==> config.mk <==
export PLATFORM = sky130hd
export DESIGN_NAME = sprite_row_reader
export DESIGN_NICKNAME = d
export VERILOG_FILES = /design/src/rtl/sprite_pkg.sv /design/src/rtl/sprite_row_reader.sv
export SDC_FILE = /design/constraint.sdc
export NUM_CORES = 1
export LEC_CHECK = 0
export ABC_AREA = 0
export CORE_ASPECT_RATIO = 1.2
export CORE_MARGIN = 4
export CORE_UTILIZATION = 40
export DETAILED_ROUTE_END_ITERATION = 6
export PLACE_DENSITY = 0.68
export SYNTH_ARGS = -nofsm -noshare
export SYNTH_HDL_FRONTEND = slang
export SYNTH_SLANG_ARGS = --single-unit
==> constraint.sdc <==
create_clock -name Clk -period 1.8 [get_ports Clk]
set_input_delay 0.27 -clock Clk [delete_from_list [all_inputs] [get_ports Clk]]
set_output_delay 0.27 -clock Clk [all_outputs]
set_load 0.02 [all_outputs]
==> src/rtl/sprite_pkg.sv <==
// Shared sprite definitions: ROM geometry, enemy sprite ids, reader FSM states.
package sprite_pkg;

  localparam int SPRITE_W    = 8;
  localparam int SPRITE_ROWS = 8;

  typedef enum logic [2:0] {
    ENEMY_A0 = 3'd0,
    ENEMY_A1 = 3'd1,
    ENEMY_B0 = 3'd2,
    ENEMY_B1 = 3'd3,
    ENEMY_C0 = 3'd4,
    ENEMY_C1 = 3'd5
  } sprite_id_t;

  typedef enum logic [1:0] {
    IDLE,
    FETCH,
    SHIFT
  } state_t;

  function automatic logic [SPRITE_W-1:0] reverse_byte(input logic [SPRITE_W-1:0] b);
    logic [SPRITE_W-1:0] r;
    for (int i = 0; i < SPRITE_W; i++) r[i] = b[SPRITE_W-1-i];
    return r;
  endfunction

endpackage

==> src/rtl/sprite_row_reader.sv <==
// Fetches one sprite row from the external combinational ROM and streams it as
// SCALE-repeated pixels. Optional mirroring under SPRITE_ROW_READER_MIRROR_EN.
module sprite_row_reader
  import sprite_pkg::*;
#(
  parameter int SCALE       = 2,
  parameter int NUM_SPRITES = 6
) (
  input  logic       Clk,
  input  logic       Reset_n,
  input  logic       req_valid,
  output logic       req_ready,
  input  logic [2:0] req_sprite,
  input  logic [2:0] req_row,
`ifdef SPRITE_ROW_READER_MIRROR_EN
  input  logic       req_mirror,
`endif
  output logic [7:0] rom_addr,
  input  logic [7:0] rom_data,
  output logic       pix_valid,
  input  logic       pix_ready,
  output logic       pix_on,
  output logic       pix_last
);

  localparam logic [1:0] REP_MAX = 2'(SCALE - 1);

  state_t              state;
  logic                oor;
  logic [SPRITE_W-1:0] shreg;
  logic [2:0]          bit_cnt;
  logic [1:0]          rep;
  logic [SPRITE_W-1:0] fetch_data;

`ifdef SPRITE_ROW_READER_MIRROR_EN
  logic mirror;

  always_comb begin
    fetch_data = mirror ? reverse_byte(rom_data) : rom_data;
  end
`else
  always_comb begin
    fetch_data = rom_data;
  end
`endif

  assign pix_on   = pix_valid & shreg[SPRITE_W-1];
  assign pix_last = pix_valid && (bit_cnt == 3'd7) && (rep == REP_MAX);

  // NOTE: all state here uses non-blocking assignments so every register
  // samples pre-edge values; blocking would create order-dependent logic.
  always_ff @(posedge Clk or negedge Reset_n) begin
    if (!Reset_n) begin
      state     <= IDLE;
      req_ready <= 1'b1;
      rom_addr  <= '0;
      pix_valid <= 1'b0;
      oor       <= 1'b0;
      shreg     <= '0;
      bit_cnt   <= '0;
      rep       <= '0;
`ifdef SPRITE_ROW_READER_MIRROR_EN
      mirror    <= 1'b0;
`endif
    end else begin
      case (state)
        IDLE: begin
          if (req_valid) begin
            rom_addr  <= {2'b00, req_sprite, req_row};
            oor       <= (int'(req_sprite) >= NUM_SPRITES);
`ifdef SPRITE_ROW_READER_MIRROR_EN
            mirror    <= req_mirror;
`endif
            req_ready <= 1'b0;
            state     <= FETCH;
          end
        end
        FETCH: begin
          // Out-of-range ids stream a blank row; rom_data is ignored.
          shreg     <= oor ? '0 : fetch_data;
          bit_cnt   <= '0;
          rep       <= '0;
          pix_valid <= 1'b1;
          state     <= SHIFT;
        end
        SHIFT: begin
          if (pix_ready) begin
            if (rep == REP_MAX) begin
              rep     <= '0;
              shreg   <= {shreg[SPRITE_W-2:0], 1'b0};
              bit_cnt <= bit_cnt + 3'd1;
            end else begin
              rep <= rep + 2'd1;
            end
            if (pix_last) begin
              pix_valid <= 1'b0;
              req_ready <= 1'b1;
              state     <= IDLE;
            end
          end
        end
        default: state <= IDLE;
      endcase
    end
  end

endmodule

## After elaboration in Yosys (flattened, before gate mapping)

Cells that the tools add are included.

| storage, ports and cells | value |
|---|---|
| input port bits | 18 |
| ROM bits | 0 |
| output and inout port bits | 12 |
| bits in latches | 0 |
| memories kept | 0 |
| memory bits (writable) | 0 |
| flip-flop bits (word level) | 24 |

| cells by class | value |
|---|---|
| reduce and logical (&&, ||, !) cells | 11 |
| bitwise operators | 1 |
| multipliers | 0 |
| $add $sub $neg | 2 |
| magnitude comparators | 1 |
| shifts and indexed selects | 0 |
| equality and inequality tests | 8 |
| divide/modulo/power cells | 0 |
| multiplexer cells | 21 |

Operators by type and width:

| operator | number |
|---|---|
| 2-to-1 mux 8 bit | 3 |
| one-hot mux 8 bit (2 select lines) | 1 |
| 2-to-1 mux 2 bit | 5 |
| AND reduction 3 bit | 3 |
| != test 2 bit, second input constant | 4 |
| 2-to-1 mux 3 bit | 2 |
| one-hot mux 2 bit (3 select lines) | 1 |
| one-hot mux 3 bit (2 select lines) | 1 |
| 2-to-1 mux 1 bit | 5 |
| == test 2 x 1 -> 1 bit, second input constant | 2 |
| one-hot mux 1 bit (2 select lines) | 2 |
| one-hot mux 2 bit (2 select lines) | 1 |
| AND reduction 2 bit | 2 |
| AND reduction 4 bit | 1 |
| nonzero test 2 bit | 2 |
| adder 3 x 1 -> 3 bit, second input constant | 1 |
| == test 3 bit, second input constant | 1 |
| >= comparator 3 bit, second input constant | 1 |
| adder 2 x 1 -> 2 bit, second input constant | 1 |
| == test 2 bit, second input constant | 1 |
| logical AND 1 bit | 2 |
| logical NOT 2 bit | 1 |
| bitwise AND 1 bit | 1 |

## Depth between registers and ports, before layout

Gate-level depths: netlist of run 1.

| depth | value |
|---|---|
| word-level depth | 6 |
| gate-level depth with buffers | 5 |
| depth with buffers taken out | 5 |

## Least setup slack after synthesis of run 1

No wires, ideal clock.

| path | value |
|---|---|
| path type | reg-to-reg |
| start | register bit_cnt[0] |
| end | register state[1] |
| setup slack | 0.374 ns |
| cell stages (with the launch flop) | 6 |
| required time | 1.735 ns |
| arrival time | 1.361 ns |
| path through | dfrtp_1 -> ha_1 -> ha_1 -> and4b_2 -> a211o_1 -> nand2_1 |

| on the way | value |
|---|---|
| cells in the longest elaborated chain, start to end | 5 |

RTL lines:

| what | RTL line | source |
|---|---|---|
| start, declared | sprite_row_reader.sv:31 | `logic [2:0] bit_cnt;` |
| start signal, assigned | sprite_row_reader.sv:91 | `bit_cnt <= bit_cnt + 3'd1;` |
| == test 3 bit | sprite_row_reader.sv:48 | `assign pix_last = pix_valid && (bit_cnt == 3'd7) && (rep == REP_MAX);` |
| logical AND 1 bit (2 in a row) | sprite_row_reader.sv:48 |  |
| via pix_last | sprite_row_reader.sv:23 | `output logic pix_last` |
| != test 2 bit (no source line) | n/a |  |
| AND reduction 3 bit (no source line) | n/a |  |
| end signal, assigned | sprite_row_reader.sv:54 | `state <= IDLE;` |
| end signal, assigned | sprite_row_reader.sv:75 | `state <= FETCH;` |
| end signal, assigned | sprite_row_reader.sv:84 | `state <= SHIFT;` |
| end, declared | sprite_row_reader.sv:28 | `state_t state;` |

The timed path passes the listed nets, and every way through them passes these cells.
A chain may end at the register's enable or synchronous reset.

## Final worst setup path of run 1

| path | value |
|---|---|
| start | register bit_cnt[0] |
| end | output port pix_last |

| on the way | value |
|---|---|
| cells in the longest elaborated chain, start to end | 3 |

RTL lines:

| what | RTL line |
|---|---|
| == test 3 bit | sprite_row_reader.sv:48 |
| logical AND 1 bit (2 in a row) | sprite_row_reader.sv:48 |
| end, declared | sprite_row_reader.sv:23 |

No other way between the ends.

==> results of run 1 <==
[state kept, by name, indices dropped and copies added (netlist names)]
| signal | cells |
|---|---|
| bit_cnt | 3 |
| oor | 1 |
| pix_valid | 1 |
| rep | 2 |
| req_ready | 1 |
| rom_addr | 6 |
| shreg | 8 |
| state | 2 |
[cells in the mapped netlist (all sizes together) (2+ instances only)]
library cell and count:
buf 5, o211ai 2, nor3b 2, ha 2, o21ai 5, nand2 4
o221a 7, mux2 6, inv 7, a21o 7, dfrtp 23
[logic make-up after synthesis]
group,Yosys count,synth area share [%]
muxes,7,7.142
AOI/OAI and AO/OA,26,19.12
and+or+nand+nor,15,9.908
buffers and inverters,12,5.760
other,1,0.3453
adders and majority gates,2,2.304
DFF,24,55.42
[metal layers]
| metal | share of wire, % | track usage [%] | up-vias |
|---|---|---|---|
| li1 | - | - | 392 |
| met4 | 2.4 | 8.207 | 0 |
| met1 | 44 | 17.13 | 400 |
| met2 | 47 | 22.19 | 23 |
| met3 | 5.8 | 3.187 | 4 |
| met5 | 0 | 0 | - |
[power by group]
part           internal [mW]  switching, mW  total [mW]
clock network          0.225          0.162       0.387
logic                  0.484          0.381       0.865
registers              0.756          0.149       0.905
total                   1.47          0.691        2.16
[final cells by class]
type                    instances  area [um2]  share of cell area, %
clock buffers                   3       22.52                  1.494
clock inverters                 1       30.03                  1.992
inverters                       7       26.28                  1.743
multi-input cells              52       427.9                  28.38
flip-flops and latches         24       601.8                  39.92
well taps                      33       41.29                  2.739
repair buffers                 39       357.8                  23.73
[how the worst min path moves through the flow]
stage	slack (ps)	end	depth (start not counted)	startpoint
after floorplan	-30	bit_cnt[0]$_DFFE_PN0P_	0	Reset_n
after global placement	460	shreg[0]$_DFFE_PN0P_	1	oor$_DFFE_PN0P_
after detailed placement	470	shreg[0]$_DFFE_PN0P_	1	oor$_DFFE_PN0P_
after CTS	300	rep[0]$_DFFE_PN0P_	2	Reset_n
after global routing	320	rep[0]$_DFFE_PN0P_	2	Reset_n
final	290	shreg[7]$_DFFE_PN0P_	2	Reset_n
[stage by stage]
stage | setup WS [ps] | instance area, um2 | utilization, %
floorplan | 374.2 | 1090 | -
finish | 51.49 | 1508 | 58.50
CTS | 10.62 | 1488 | 57.72
global route | 1.991 | 1508 | 58.50
global placement | 47.91 | 1440 | 55.87
detailed placement | 9.896 | 1440 | 55.87
[timing repair]
action                     CTS  global route
gates cloned                 0             0
resized for setup            4             2
setup buffers                0             2
setup endpoints to repair    1             2
==> reports/results.txt, run 1 <==
status: completed
CTS tree: done
Final Max Slew Viols: 0
largest net degree at the start of global routing: 25
R2R setup slack: 380 ps
VDD IR max: 0.0009924 V
first-pass GRT wire length: 3960 um
number of global-route vias before repair: 877
Fin Hold WS: 293.6 ps
FF+latch count, synth: 24
leakage: 0.6719 nW
RSZ-0062 raised after global routing: no
Max Clock Skew: 6.566 ps
Power Dens Cells: 1430 mW/mm2
setup TNS: 0 ps
type of destination of the critical path: output pin
Post-Syn Instances: 87
Final Hold Fails: 0
fin crit period: 1749 ps
Worst setup endpoint: pix_last
Seq/Total Area, Yosys: 55.41%
Synth warnings: 0
initial antenna violation count: 0
crit path from: bit_cnt[0]$_DFFE_PN0P_
GRT Residual Overflow: 0
most common cell after layout, fill and taps aside: clkdlybuf4s50_1
Highest Clock Rate: 571.9 MHz
startpoint types: register
Top delay family on crit path: flip-flops
Root Driver: clkbuf_4
worst reg2reg path startpoint: state[0]$_DFFE_PN0P_
diode count: 0
FP Rows: 20
starting density of the core: 42.14%
main area contributors after synthesis: dfrtp_1 53%, o221a_2 7.3%, mux2_2 6.2%, a21o_1 4.8%, dfstp_2 2.4%
share of the synthesized area in the top cell type: 53.00%
HPWL Detailed: 1601 um
Clock Latency Late Sink: 320 ps
syn_area_per_cell: 12.48 um2
GRT Total Usage: 13.92%
Die ar.: 0.003616 mm2
Post-synth EDFFs: 0
cts bufs inserted: 3
total number of vias: 819
number of fill cells: 226
CP arrival: 1480 ps
Setup violations, final: 0
CP max stage delay: 410 ps
Hold-fix buffers, CTS: 0
clk buf depth: 2
CP Cell Sequence: ha_1 -> ha_2 -> and4b_2 -> buf_4
Cell variety after synth: 31
1st-pass router iterations: 2
Max-Cap Viols: 0
drt wl/cell: 14.00 um
chip width: 55.57 um
Routed Antenna Nets: 0
area grow syn2layout: 38.83%
wirelength, routed: 2226 um
first-iteration detailed-routing DRC count: 21
crit path kind: register to output pin
Finished Layout Cells: 159
FFs w/ async S/R, synth: 100.0%
crit path max-delay cell type: dfrtp_1
I/O pins: 30
Vias/cell: 5.151
Crit path depth: 4
placed cells: 153
layout cell share with drive strength beyond 1: 27.78%
area of the mapped netlist: 0.001086 mm2
worst path bufs/invs: 1
period utilization: 97.14%
Die H: 65.08 um
DRC viols: 0
Clock Sinks: 24
Final #Nets: 147
FF-to-FF path depth: 4
Final Wtd Congestion: 0.7625
Yosys top cell by area: dfrtp_1
Min-Delay Path Class: input port to asynchronous set/reset pin
Port Buf Inserts: 27
most frequent cells in the layout: 26 x clkdlybuf4s50_1, 23 x dfrtp_1, 13 x buf_4
FF-to-FF End: bit_cnt[2]$_DFFE_PN0P_
CTS H-tree depth: 1
worst path required time: 1530 ps
clk slew on worst S/H paths: 130 ps
area of the core: 0.002577 mm2
Power Total: 2.157 mW
Synth Flop Type: dfrtp_1
critical path fanouts, max: 2
Power figures use the tool's default switching activity.
==> inputs of run 2 (changes only) <==
--- a/config.mk
+++ b/config.mk
@@ -10,7 +10,7 @@
 export CORE_MARGIN = 4
 export CORE_UTILIZATION = 40
 export DETAILED_ROUTE_END_ITERATION = 6
-export PLACE_DENSITY = 0.68
+export DONT_BUFFER_PORTS = 1
 export SYNTH_ARGS = -nofsm -noshare
 export SYNTH_HDL_FRONTEND = slang
 export SYNTH_SLANG_ARGS = --single-unit
==> reports/results.txt, run 2 (synthesis results as in run 1) <==
cts bufs inserted: 3 (unchanged)
Area after DPL: 0.001117 mm2 (-22%)
I/O pins: 30 (unchanged)
first-pass GRT wire length: 3601 um (-9.1%)
crit path kind: register to output pin
VDD IR max: 0.0009405 V (-5.2%)
Die H: 65.08 um (unchanged)
FP Rows: 20 (unchanged)
crit path max-delay cell type: dfrtp_1
Final Util: 44.76% (-14 points)
Seq pwr share: 56.4% (+14 points)
critical path fanouts, max: 3 (+1)
FF-to-FF path depth: 5 (+1)
most common cell after layout, fill and taps aside: dfrtp_1
GRT Total Usage: 12.43% (-1.5 points)
largest net degree at the start of global routing: 25 (unchanged)
type of destination of the critical path: output pin
worst reg2reg path startpoint: bit_cnt[0]$_DFFE_PN0P_
period utilization: 92.52% (-4.6 points)
Top delay family on crit path: flip-flops
switching component of the power: 644.6 uW (-6.8%)
total number of vias: 670 (-18%)
first-iteration detailed-routing DRC count: 32 (+52%)
HPWL Detailed: 1426 um (-11%)
CTS H-tree depth: 1 (unchanged)
pre-CTS setup slack: 301.5 ps (+291.6 ps)
area of the core: 0.002577 mm2 (unchanged)
Storage cell area: 601.8 um2 (unchanged)
Final #Nets: 112 (-24%)
most used cell, CP: ha_1
clk buf depth: 2 (unchanged)
starting density of the core: 42.14% (unchanged)
GRT Residual Overflow: 0 (unchanged)
Die ar.: 0.003616 mm2 (unchanged)
worst path required time: 1530 ps (about the same)
Final Cell Area: 0.001154 mm2 (-23%)
max reg flops: 8 (unchanged)
CTS tree: done
Min-Delay Path Class: input port to register
startpoint types: register
Crit path depth: 3 (-1)
Max-Cap Viols: 0 (unchanged)
Highest Clock Rate: 600.5 MHz (+5.0%)
combinational power share: 30.6% (-9.5 points)
# resized after CTS: 0 (-4)
Multi-input gate area: 425.4 um2 (-0.58%)
layout cell share with drive strength beyond 1: 25.27% (-2.5 points)
min-delay src: req_row[2]
Final Wtd Congestion: 0.7575 (-0.66%)
setup TNS: 0 ps (unchanged)
Clock power frac: 12.9% (-5.0 points)
FF-to-FF End: state[1]$_DFFE_PN0P_
drt wl/cell: 16.00 um (+14%)
status: completed
Worst Tran Pin Value: 1053 ps
Slew HR: 29.58%
final worst slack: 134.7 ps (+83.17 ps)
post-CTS setup buffer count: 0 (unchanged)
DRC viols: 0 (unchanged)
area grow syn2layout: 6.221%
Clock Sinks: 24 (unchanged)
Vias/cell: 5.403 (+4.9%)
Clock Latency Late Sink: 300 ps (-20 ps)
Root Driver: clkbuf_4
CP arrival: 1400 ps (-80 ps)
worst path bufs/invs: 0 (-1)
Final Hold Fails: 0 (unchanged)
leakage: 0.5166 nW (-23%)
RSZ-0062 raised after global routing: no
diode count: 0 (unchanged)
wirelength, routed: 1984 um (-11%)
Worst setup endpoint: pix_last
initial antenna violation count: 0 (unchanged)
most frequent cells in the layout: 23 x dfrtp_1, 7 x inv_1, 7 x a21o_1, 7 x o221a_2, 6 x mux2_2
switching share of power: 36.04% (+4.0 points)
number of fill cells: 244 (+8.0%)
largest registers: shreg (8), rom_addr (6), bit_cnt (3)
Hold-fix buffers, CTS: 1 (+1)
Routed Antenna Nets: 0 (unchanged)
Setup violations, final: 0 (unchanged)
Pint: 1.144 mW (-22%)
number of global-route vias before repair: 760 (-13%)
crit path from: bit_cnt[0]$_DFFE_PN0P_
CP Cell Sequence: ha_1 -> ha_1 -> and4b_2
fin crit period: 1665 ps (-83.17 ps)
chip width: 55.57 um (unchanged)
Most flops, register: shreg
Final Max Slew Viols: 0 (unchanged)
Power Dens Cells: 1551 mW/mm2 (+8.4%)
R2R setup slack: 280 ps (-100 ps)
placed cells: 119 (-22%)
Finished Layout Cells: 124 (-22%)
1st-pass router iterations: 4 (+2)
Max Clock Skew: 0.9769 ps (-5.589 ps)
CP max stage delay: 420 ps (about the same)
clk slew on worst S/H paths: 120 ps (about the same)
Port Buf Inserts: 0 (-100%)
## run 2: cell types whose count changed in the layout (fill, tap and decap cells not counted), sizes merged
cell,change
buf,-10
bufinv,-1
clkbuf,+1
clkdlybuf4s50,-26
dlygate4sd3,+1
## run 2: worst min path at each step
| stage | to | slack [ps] | depth (start not counted) |
|---|---|---|---|
| 6_report | rom_addr[2]$_DFFE_PN0P_ | 110 | 1 |
| 5_1_grt | rom_addr[5]$_DFFE_PN0P_ | 90 | 1 |
| 4_1_cts | rom_addr[2]$_DFFE_PN0P_ | 100 | 1 |
| 3_5_place_dp | rep[0]$_DFFE_PN0P_ | -20 | 0 |
| 3_3_place_gp | rep[0]$_DFFE_PN0P_ | -30 | 0 |
| 2_1_floorplan | bit_cnt[0]$_DFFE_PN0P_ | -30 | 0 |
## run 2: stage by stage
step,hold slack (ps),power [mW]
after floorplan,-25.59,1.429
after detailed placement,-24.97,1.567
after CTS,96.64,1.813
after global placement,-25.02,1.535
final,109.3,1.789
after global routing,88.97,1.959
## run 2: cell type report
cell class | count | area share (%)
inverter | 7 | 2.278
tap | 33 | 3.579
clock buffer | 4 | 2.278
timing repair buffer | 4 | 2.820
multi-input combinational | 52 | 36.88
sequential | 24 | 52.17
## run 2: power groups by stage
stage                     Combinational, mW  Sequential [mW]  Clock [mW]
after detailed placement              0.541             1.03           0
after global routing                  0.637             1.04       0.278
after CTS                             0.558             1.01       0.245
after global placement                0.527             1.01           0
final                                 0.548             1.01       0.232
after floorplan                       0.456            0.972           0
## run 2: worst register-to-register path, cell delays in order (launching register included)
cell and delay (ps):
dfrtp_1 420, ha_1 200, ha_1 200, and4b_2 270, a211o_1 300, nand2_1 70
## run 2: layer usage
| metal | part of all wire, % | GRT usage (%) |
|---|---|---|
| met1 | 46 | 16.10 |
| met2 | 46 | 20.12 |
| met3 | 8.0 | 3.586 |
| met4 | 0.60 | 3.647 |
| met5 | 0 | 0 |
==> inputs of run 3 (changes only) <==
--- a/config.mk
+++ b/config.mk
@@ -14,3 +14,4 @@
 export SYNTH_ARGS = -nofsm -noshare
 export SYNTH_HDL_FRONTEND = slang
 export SYNTH_SLANG_ARGS = --single-unit
+export TNS_END_PERCENT = 1
==> results of run 3 <==
Same layout as run 2: the final DEF is identical, and so are final timing and power.
